===== src/rtl/servo_dir_ctrl_if.sv =====
// Sensor-sample input and PWM-stage direction/feedback bundle
// for the servo direction-decision stage.
interface servo_dir_ctrl_if #(
  parameter int SW = 12
);
  logic [SW-1:0] SENS_A;
  logic [SW-1:0] SENS_B;
  logic          SENS_VALID;
  logic [31:0]   PULSE_WIDTH;
  logic [1:0]    DIR;
  logic          EN;
  logic          BUSY;

  modport master (
    output SENS_A, SENS_B, SENS_VALID, PULSE_WIDTH,
    input  DIR, EN, BUSY
  );

  modport slave (
    input  SENS_A, SENS_B, SENS_VALID, PULSE_WIDTH,
    output DIR, EN, BUSY
  );
endinterface


===== src/rtl/servo_dir_ctrl.sv =====
// Servo direction decision with deadband, confirmation, move timeout and settle.
// Optional 4-sample moving average per sensor: define SERVO_DIR_AVG_EN.
module servo_dir_ctrl #(
  parameter int SW       = 12,
  parameter int DEADBAND = 40,
  parameter int CONFIRM  = 3,
  parameter int MAX_MOVE = 2000000,
  parameter int SETTLE   = 500000,
  parameter int MIN_PW   = 500,
  parameter int MAX_PW   = 2500
) (
  input logic             CLK,
  input logic             RST,
  servo_dir_ctrl_if.slave bus
);

  typedef enum logic [1:0] {
    IDLE,
    MOVE_CW,
    MOVE_CCW,
    SETTLE_ST
  } state_t;

  localparam logic [1:0] D_HOLD = 2'b00;
  localparam logic [1:0] D_CW   = 2'b01;
  localparam logic [1:0] D_CCW  = 2'b10;

  localparam int TMAX = (MAX_MOVE > SETTLE) ? MAX_MOVE : SETTLE;
  localparam int TW   = $clog2(TMAX + 1);

  localparam logic [TW-1:0] MOVE_END   = TW'(MAX_MOVE - 1);
  localparam logic [TW-1:0] SETTLE_END = TW'(SETTLE - 1);
  localparam logic [3:0]    CONF       = 4'(CONFIRM);
  localparam logic [31:0]   PW_MAX     = 32'(MAX_PW);
  localparam logic [31:0]   PW_MIN     = 32'(MIN_PW);
  localparam logic signed [SW:0] DB    = DEADBAND[SW:0];

  logic [SW-1:0] a_eff;
  logic [SW-1:0] b_eff;
  logic          v_eff;

`ifdef SERVO_DIR_AVG_EN
  logic [3:0][SW-1:0] hist_a;
  logic [3:0][SW-1:0] hist_b;
  logic [SW+1:0]      sum_a;
  logic [SW+1:0]      sum_b;
  logic               avg_v;

  // Running sum: add the newest sample, drop the one leaving the window.
  always_ff @(posedge CLK) begin
    if (RST) begin
      hist_a <= '0;
      hist_b <= '0;
      sum_a  <= '0;
      sum_b  <= '0;
      avg_v  <= 1'b0;
    end else begin
      avg_v <= bus.SENS_VALID;
      if (bus.SENS_VALID) begin
        hist_a <= {hist_a[2:0], bus.SENS_A};
        hist_b <= {hist_b[2:0], bus.SENS_B};
        sum_a  <= sum_a + {2'b00, bus.SENS_A}
                - {2'b00, hist_a[3]};
        sum_b  <= sum_b + {2'b00, bus.SENS_B}
                - {2'b00, hist_b[3]};
      end
    end
  end

  assign a_eff = sum_a[SW+1:2];
  assign b_eff = sum_b[SW+1:2];
  assign v_eff = avg_v;
`else
  assign a_eff = bus.SENS_A;
  assign b_eff = bus.SENS_B;
  assign v_eff = bus.SENS_VALID;
`endif

  logic signed [SW:0] diff;
  logic [1:0]         want;
  logic [1:0]         dec;
  logic               at_max;
  logic               at_min;

  assign diff   = $signed({1'b0, a_eff})
                - $signed({1'b0, b_eff});
  assign at_max = bus.PULSE_WIDTH >= PW_MAX;
  assign at_min = bus.PULSE_WIDTH <= PW_MIN;

  always_comb begin
    want = D_HOLD;
    if (diff > DB) begin
      want = D_CW;
    end else if (diff < -DB) begin
      want = D_CCW;
    end
    dec = want;
    if (want == D_CW && at_max) begin
      dec = D_HOLD;
    end
    if (want == D_CCW && at_min) begin
      dec = D_HOLD;
    end
  end

  state_t        state, state_n;
  logic [3:0]    cnt, cnt_n;
  logic [1:0]    last, last_n;
  logic [TW-1:0] tmr, tmr_n;
  logic [1:0]    dir, dir_n;
  logic          busy, busy_n;
  logic          en;

  always_comb begin
    state_n = state;
    cnt_n   = cnt;
    last_n  = last;
    tmr_n   = tmr + 1'b1;
    unique case (state)
      IDLE: begin
        tmr_n = '0;
        if (v_eff) begin
          last_n = dec;
          if (dec != D_HOLD && dec == last) begin
            cnt_n = (cnt == 4'hf) ? cnt : cnt + 4'd1;
          end else begin
            cnt_n = (dec != D_HOLD) ? 4'd1 : 4'd0;
          end
          if (dec != D_HOLD && cnt_n == CONF) begin
            state_n = (dec == D_CW) ? MOVE_CW : MOVE_CCW;
            cnt_n   = '0;
          end
        end
      end
      MOVE_CW: begin
        if (at_max || (v_eff && dec != D_CW)
            || tmr == MOVE_END) begin
          state_n = SETTLE_ST;
          tmr_n   = '0;
        end
      end
      MOVE_CCW: begin
        if (at_min || (v_eff && dec != D_CCW)
            || tmr == MOVE_END) begin
          state_n = SETTLE_ST;
          tmr_n   = '0;
        end
      end
      SETTLE_ST: begin
        if (tmr == SETTLE_END) begin
          state_n = IDLE;
          tmr_n   = '0;
          cnt_n   = '0;
          last_n  = D_HOLD;
        end
      end
      default: begin
        state_n = IDLE;
        tmr_n   = '0;
        cnt_n   = '0;
        last_n  = D_HOLD;
      end
    endcase
  end

  // Outputs are registered from the next state, giving 1-cycle latency.
  always_comb begin
    dir_n  = D_HOLD;
    busy_n = 1'b0;
    unique case (state_n)
      MOVE_CW: begin
        dir_n  = D_CW;
        busy_n = 1'b1;
      end
      MOVE_CCW: begin
        dir_n  = D_CCW;
        busy_n = 1'b1;
      end
      SETTLE_ST: busy_n = 1'b1;
      default:   busy_n = 1'b0;
    endcase
  end

  always_ff @(posedge CLK) begin
    if (RST) begin
      state <= IDLE;
      cnt   <= '0;
      last  <= D_HOLD;
      tmr   <= '0;
      dir   <= D_HOLD;
      busy  <= 1'b0;
      en    <= 1'b0;
    end else begin
      state <= state_n;
      cnt   <= cnt_n;
      last  <= last_n;
      tmr   <= tmr_n;
      dir   <= dir_n;
      busy  <= busy_n;
      en    <= 1'b1;
    end
  end

  assign bus.DIR  = dir;
  assign bus.BUSY = busy;
  assign bus.EN   = en;

endmodule

===== src/flat_wrapper.sv =====
// flat-port wrapper written by rule: the top's interface ports become plain ports
module servo_dir_ctrl_flat 
#(
  parameter int SW       = 12,
  parameter int DEADBAND = 40,
  parameter int CONFIRM  = 3,
  parameter int MAX_MOVE = 2000000,
  parameter int SETTLE   = 500000,
  parameter int MIN_PW   = 500,
  parameter int MAX_PW   = 2500
)
  (CLK, RST, bus_SENS_A, bus_SENS_B, bus_SENS_VALID, bus_PULSE_WIDTH, bus_DIR, bus_EN, bus_BUSY);
  servo_dir_ctrl_if #(.SW(SW)) bus_i ();
  input logic CLK;
  input logic RST;
  input wire logic [$bits(bus_i.SENS_A)-1:0] bus_SENS_A;
  input wire logic [$bits(bus_i.SENS_B)-1:0] bus_SENS_B;
  input wire logic [$bits(bus_i.SENS_VALID)-1:0] bus_SENS_VALID;
  input wire logic [$bits(bus_i.PULSE_WIDTH)-1:0] bus_PULSE_WIDTH;
  output wire logic [$bits(bus_i.DIR)-1:0] bus_DIR;
  output wire logic [$bits(bus_i.EN)-1:0] bus_EN;
  output wire logic [$bits(bus_i.BUSY)-1:0] bus_BUSY;
  assign bus_i.SENS_A = bus_SENS_A;
  assign bus_i.SENS_B = bus_SENS_B;
  assign bus_i.SENS_VALID = bus_SENS_VALID;
  assign bus_i.PULSE_WIDTH = bus_PULSE_WIDTH;
  assign bus_DIR = bus_i.DIR;
  assign bus_EN = bus_i.EN;
  assign bus_BUSY = bus_i.BUSY;
  servo_dir_ctrl #(.SW(SW), .DEADBAND(DEADBAND), .CONFIRM(CONFIRM), .MAX_MOVE(MAX_MOVE), .SETTLE(SETTLE), .MIN_PW(MIN_PW), .MAX_PW(MAX_PW)) u_core (.CLK(CLK), .RST(RST), .bus(bus_i));
endmodule

===== config.mk =====
export PLATFORM = sky130hd
export DESIGN_NAME = servo_dir_ctrl_flat
export DESIGN_NICKNAME = d
export VERILOG_FILES = /design/src/rtl/servo_dir_ctrl_if.sv /design/src/rtl/servo_dir_ctrl.sv /design/src/flat_wrapper.sv
export SDC_FILE = /design/constraint.sdc
export NUM_CORES = 1
export LEC_CHECK = 0
export ABC_AREA = 1
export ABC_CLOCK_PERIOD_IN_PS = 3200
export CAP_MARGIN = 20
export CORE_MARGIN = 2
export CORE_UTILIZATION = 51
export DETAILED_ROUTE_END_ITERATION = 8
export GPL_TIMING_DRIVEN = 0
export PLACE_DENSITY = 0.81
export SYNTH_ARGS = -nofsm -noshare
export SYNTH_HDL_FRONTEND = slang
export SYNTH_SLANG_ARGS = --single-unit
export TNS_END_PERCENT = 100

===== constraint.sdc =====
create_clock -name CLK -period 3.2 [get_ports CLK]
set_input_delay 0.64 -clock CLK [delete_from_list [all_inputs] [get_ports CLK]]
set_output_delay 0.64 -clock CLK [all_outputs]
set_load 0.05 [all_outputs]

==> impl_metrics.env <==
export IMPL_setup_viol=0
export IMPL_mappedNetlistArea_um2=2740
export IMPL_clk_path_buf_depth=2
export IMPL_critPathBufInv=3
export IMPL_fmax_mhz=326
export IMPL_post_route_drc_count=0
export IMPL_place_hpwl_mm=5.22
export IMPL_crit_family="simple AND/OR/NAND/NOR gates"
export IMPL_path_class="primary input to flop"
export IMPL_cp_max_fo=6
export IMPL_path_cells="clkdlybuf4s50_1 -> inv_1 -> ha_2 -> nand2_1 -> nor2_2 -> nand3_2 -> nand4_1 -> nand2_1 -> nor2_1 -> nand3_2 -> nand2_4 -> nand2_2 -> nand2_1 -> inv_1 -> nand3_1 -> nand2_2 -> nor2_4 -> nand3_2 -> nand2_2 -> nand2_2 -> nor2_2"
export IMPL_synth_area_per_cell_um2=6.00
export IMPL_synthCells=456
export IMPL_antenna_found_initial=0
export IMPL_final_common_cell="nand2_1"
export IMPL_hold_class="flop to flop"
export IMPL_clk_pin_slew_ns=0.07
export IMPL_cpPeakStageDelay_ns=0.45
export IMPL_utilization_pct=78.2
export IMPL_die_w_um=77.3
export IMPL_first_pass_iters=4
export IMPL_ys_seq_elements=33
export IMPL_post_drt_wl_per_cell_um=11.8
export IMPL_yosysUniqueCellTypes=29
export IMPL_placementRows=26
export IMPL_filler_cell_count=380
export IMPL_cpMostUsedCell="nand2_2"
export IMPL_powerDensity_nw_per_um2=310
export IMPL_gp_congestion=0.842
export IMPL_combPwrFrac_pct=33.6
export IMPL_grt_pass1_wl_mm=11.3
export IMPL_outcome="finished, final reports clean"
export IMPL_worstSetupStartpointType="primary input"
export IMPL_clock_sinks=33
export IMPL_area_delta_synth_final_pct=46.9
export IMPL_ir_drop_mv=0.301
export IMPL_setup_slack_ns=0.128
export IMPL_p_switching_mw=0.380
export IMPL_start_util_pct=53.2
export IMPL_fin_nets=611
export IMPL_drv_cap=0
export IMPL_finalCritPeriodShare_pct=96.0
export IMPL_cp_arrival_ns=3.30
export IMPL_pre_cts_ws_ns=-0.444
export IMPL_hold_viol=0
export IMPL_grt_max_degree=11
export IMPL_ys_seq_area_share_pct=24.1
export IMPL_io_pins=63
export IMPL_first_global_vias=2823
export IMPL_die_height_um=77.3
export IMPL_crit_path_end_kind="flop"
export IMPL_maxSlewHeadroom_pct=52.5
export IMPL_cts_tree="done"
export IMPL_final_max_slew_viol_count=0
export IMPL_slowest_stage="clkdlybuf4s50_1"
export IMPL_port_buffers=62
export IMPL_num_vias=3137
export IMPL_grt_usage_pct=22.7
export IMPL_vias_per_cell=5.16
export IMPL_core_area_um2=5140
export IMPL_yosysWarnings=0
export IMPL_antenna_left=0
export IMPL_cts_hold_fix_buffers=0
export IMPL_diodes=0
export IMPL_worstMarginPinSlew_ns=0.705
export IMPL_setup_tns_ns=0
export IMPL_clkPwrFrac_pct=32.7
export IMPL_fin_skew_ns=0.00327
export IMPL_finalWirelength_mm=7.17
export IMPL_syn_nets=530
export IMPL_drive_gt1_share_pct=21.2
export IMPL_grt_ovfl_total=0
export IMPL_min_period_ns=3.07
export IMPL_worstSkewPairLatency_ns=0.29
export IMPL_dr_first_iter_drc_count=123
export IMPL_final_cell_mix="nand2_1, inv_1, nor2_1"
export IMPL_switching_share_pct=30.5
export IMPL_dieArea_um2=5970
export IMPL_cts_made_buffers=5
export IMPL_cts_root_buf="clkbuf_8"
export IMPL_htree_levels=2
export IMPL_p_int_mw=0.864
export IMPL_p_seq_share_pct=33.7
export IMPL_p_leak_nw=1.77
export IMPL_critPathRequiredTime_ns=3.43
-- worst reg2reg max path, delay by kind of cell (launching register included) --
family                     cells  cell delay [ns]
xor gates and xnor gates       1             0.15
adders and majority gates      1             0.19
buffers and inverters          1             0.08
DFF                            1             0.35
and+or+nand+nor               10             1.61
-- state kept, by name, indices dropped and copies added, names as in the netlist --
name             count
u_core.tmr          21
u_core.cnt           4
u_core.bus.DIR       2
u_core.last          2
u_core.state         2
u_core.bus.BUSY      1
u_core.bus.EN        1
-- cells in the mapped netlist, drive strengths merged --
cell type	number	share of area [%]
inv	80	11
o21ai	11	2.0
xnor2	3	0.96
ha	14	6.4
nand3b	1	0.27
fa	1	0.73
o211ai	1	0.46
xor2	14	4.5
nand3	37	7.7
nor2	79	12
a21oi	10	2.0
nand4	16	3.7
nor3	5	1.1
or2	1	0.23
a31oi	1	0.23
buf	2	0.37
o21a	3	0.82
nand2	131	19
nor4	9	2.1
dfxtp	33	24
nor3b	2	0.55
o22ai	2	0.46
-- through the flow --
| stage | area (µm²) | hold slack (ns) | power, mW | std cells |
|---|---|---|---|---|
| 3_3_place_gp | 3440 | 0.429 | 0.748 | 588 |
| 5_1_grt | 4020 | 0.456 | 1.31 | 608 |
| 2_1_floorplan | 2740 | 0.418 | 0.638 | 456 |
| 6_report | 4020 | 0.447 | 1.24 | 608 |
| 3_5_place_dp | 3440 | 0.441 | 0.757 | 588 |
| 4_1_cts | 3660 | 0.446 | 1.17 | 602 |
-- cells by family (layout without fill, tap and decap cells) --
| group | after synthesis | after routing | synth area share [%] |
|---|---|---|---|
| simple gates | 281 | 281 | 46.0 |
| fa+ha+maj | 15 | 15 | 7.13 |
| xor+xnor | 17 | 17 | 5.44 |
| compound gates | 28 | 28 | 5.94 |
| buf+inv | 82 | 164 | 11.3 |
| flops | 33 | 33 | 24.1 |
-- area by class of cell --
cell class / count / area, µm² / area share (%)
multi-input combinational: 341 / 2100 / 52.3
timing repair buffer: 74 / 731 / 18.2
sequential: 33 / 661 / 16.4
inverter: 80 / 300 / 7.47
tap: 70 / 87.6 / 2.18
clock buffer: 7 / 86.3 / 2.15
clock inverter: 1 / 30.0 / 0.747
buffer: 2 / 22.5 / 0.560
-- layer usage --
layer / part of all wire, % / GRT usage [%] / vias to the layer above
li1: - / - / 1605
met3: 4.3 / 3.65 / 19
met4: 2.2 / 8.39 / 0
met2: 52 / 41.0 / 105
met1: 42 / 26.9 / 1408
met5: 0 / 0 / -
-- power by group through the flow --
| stage | registers, mW | logic, mW | clock network [mW] |
|---|---|---|---|
| 2_1_floorplan | 0.433 | 0.205 | 0 |
| 3_3_place_gp | 0.428 | 0.319 | 0 |
| 3_5_place_dp | 0.428 | 0.328 | 0 |
| 4_1_cts | 0.419 | 0.341 | 0.414 |
| 5_1_grt | 0.420 | 0.460 | 0.426 |
| 6_report | 0.419 | 0.418 | 0.407 |
-- final timing paths --
| kind | start | endpoint | slack, ns | depth (start not counted) |
|---|---|---|---|---|
| min | u_core.tmr[0]$_SDFF_PP0_ | u_core.tmr[0]$_SDFF_PP0_ | 0.45 | 1 |
| max | bus_SENS_B[10] | u_core.bus.DIR[1]$_SDFF_PP0_ | 0.13 | 21 |
| max reg2reg | u_core.tmr[0]$_SDFF_PP0_ | u_core.tmr[20]$_SDFF_PP0_ | 0.73 | 13 |
| min reg2reg | u_core.tmr[0]$_SDFF_PP0_ | u_core.tmr[0]$_SDFF_PP0_ | 0.45 | 1 |
-- what timing repair did --
item                       4_1_cts  5_1_grt
buffers inserted                 4        6
gates resized for setup         18       85
setup endpoints to repair       25       27
cloned                           2        0
pin swaps                        9       34
No activity file was read; power rests on OpenSTA's default activity.
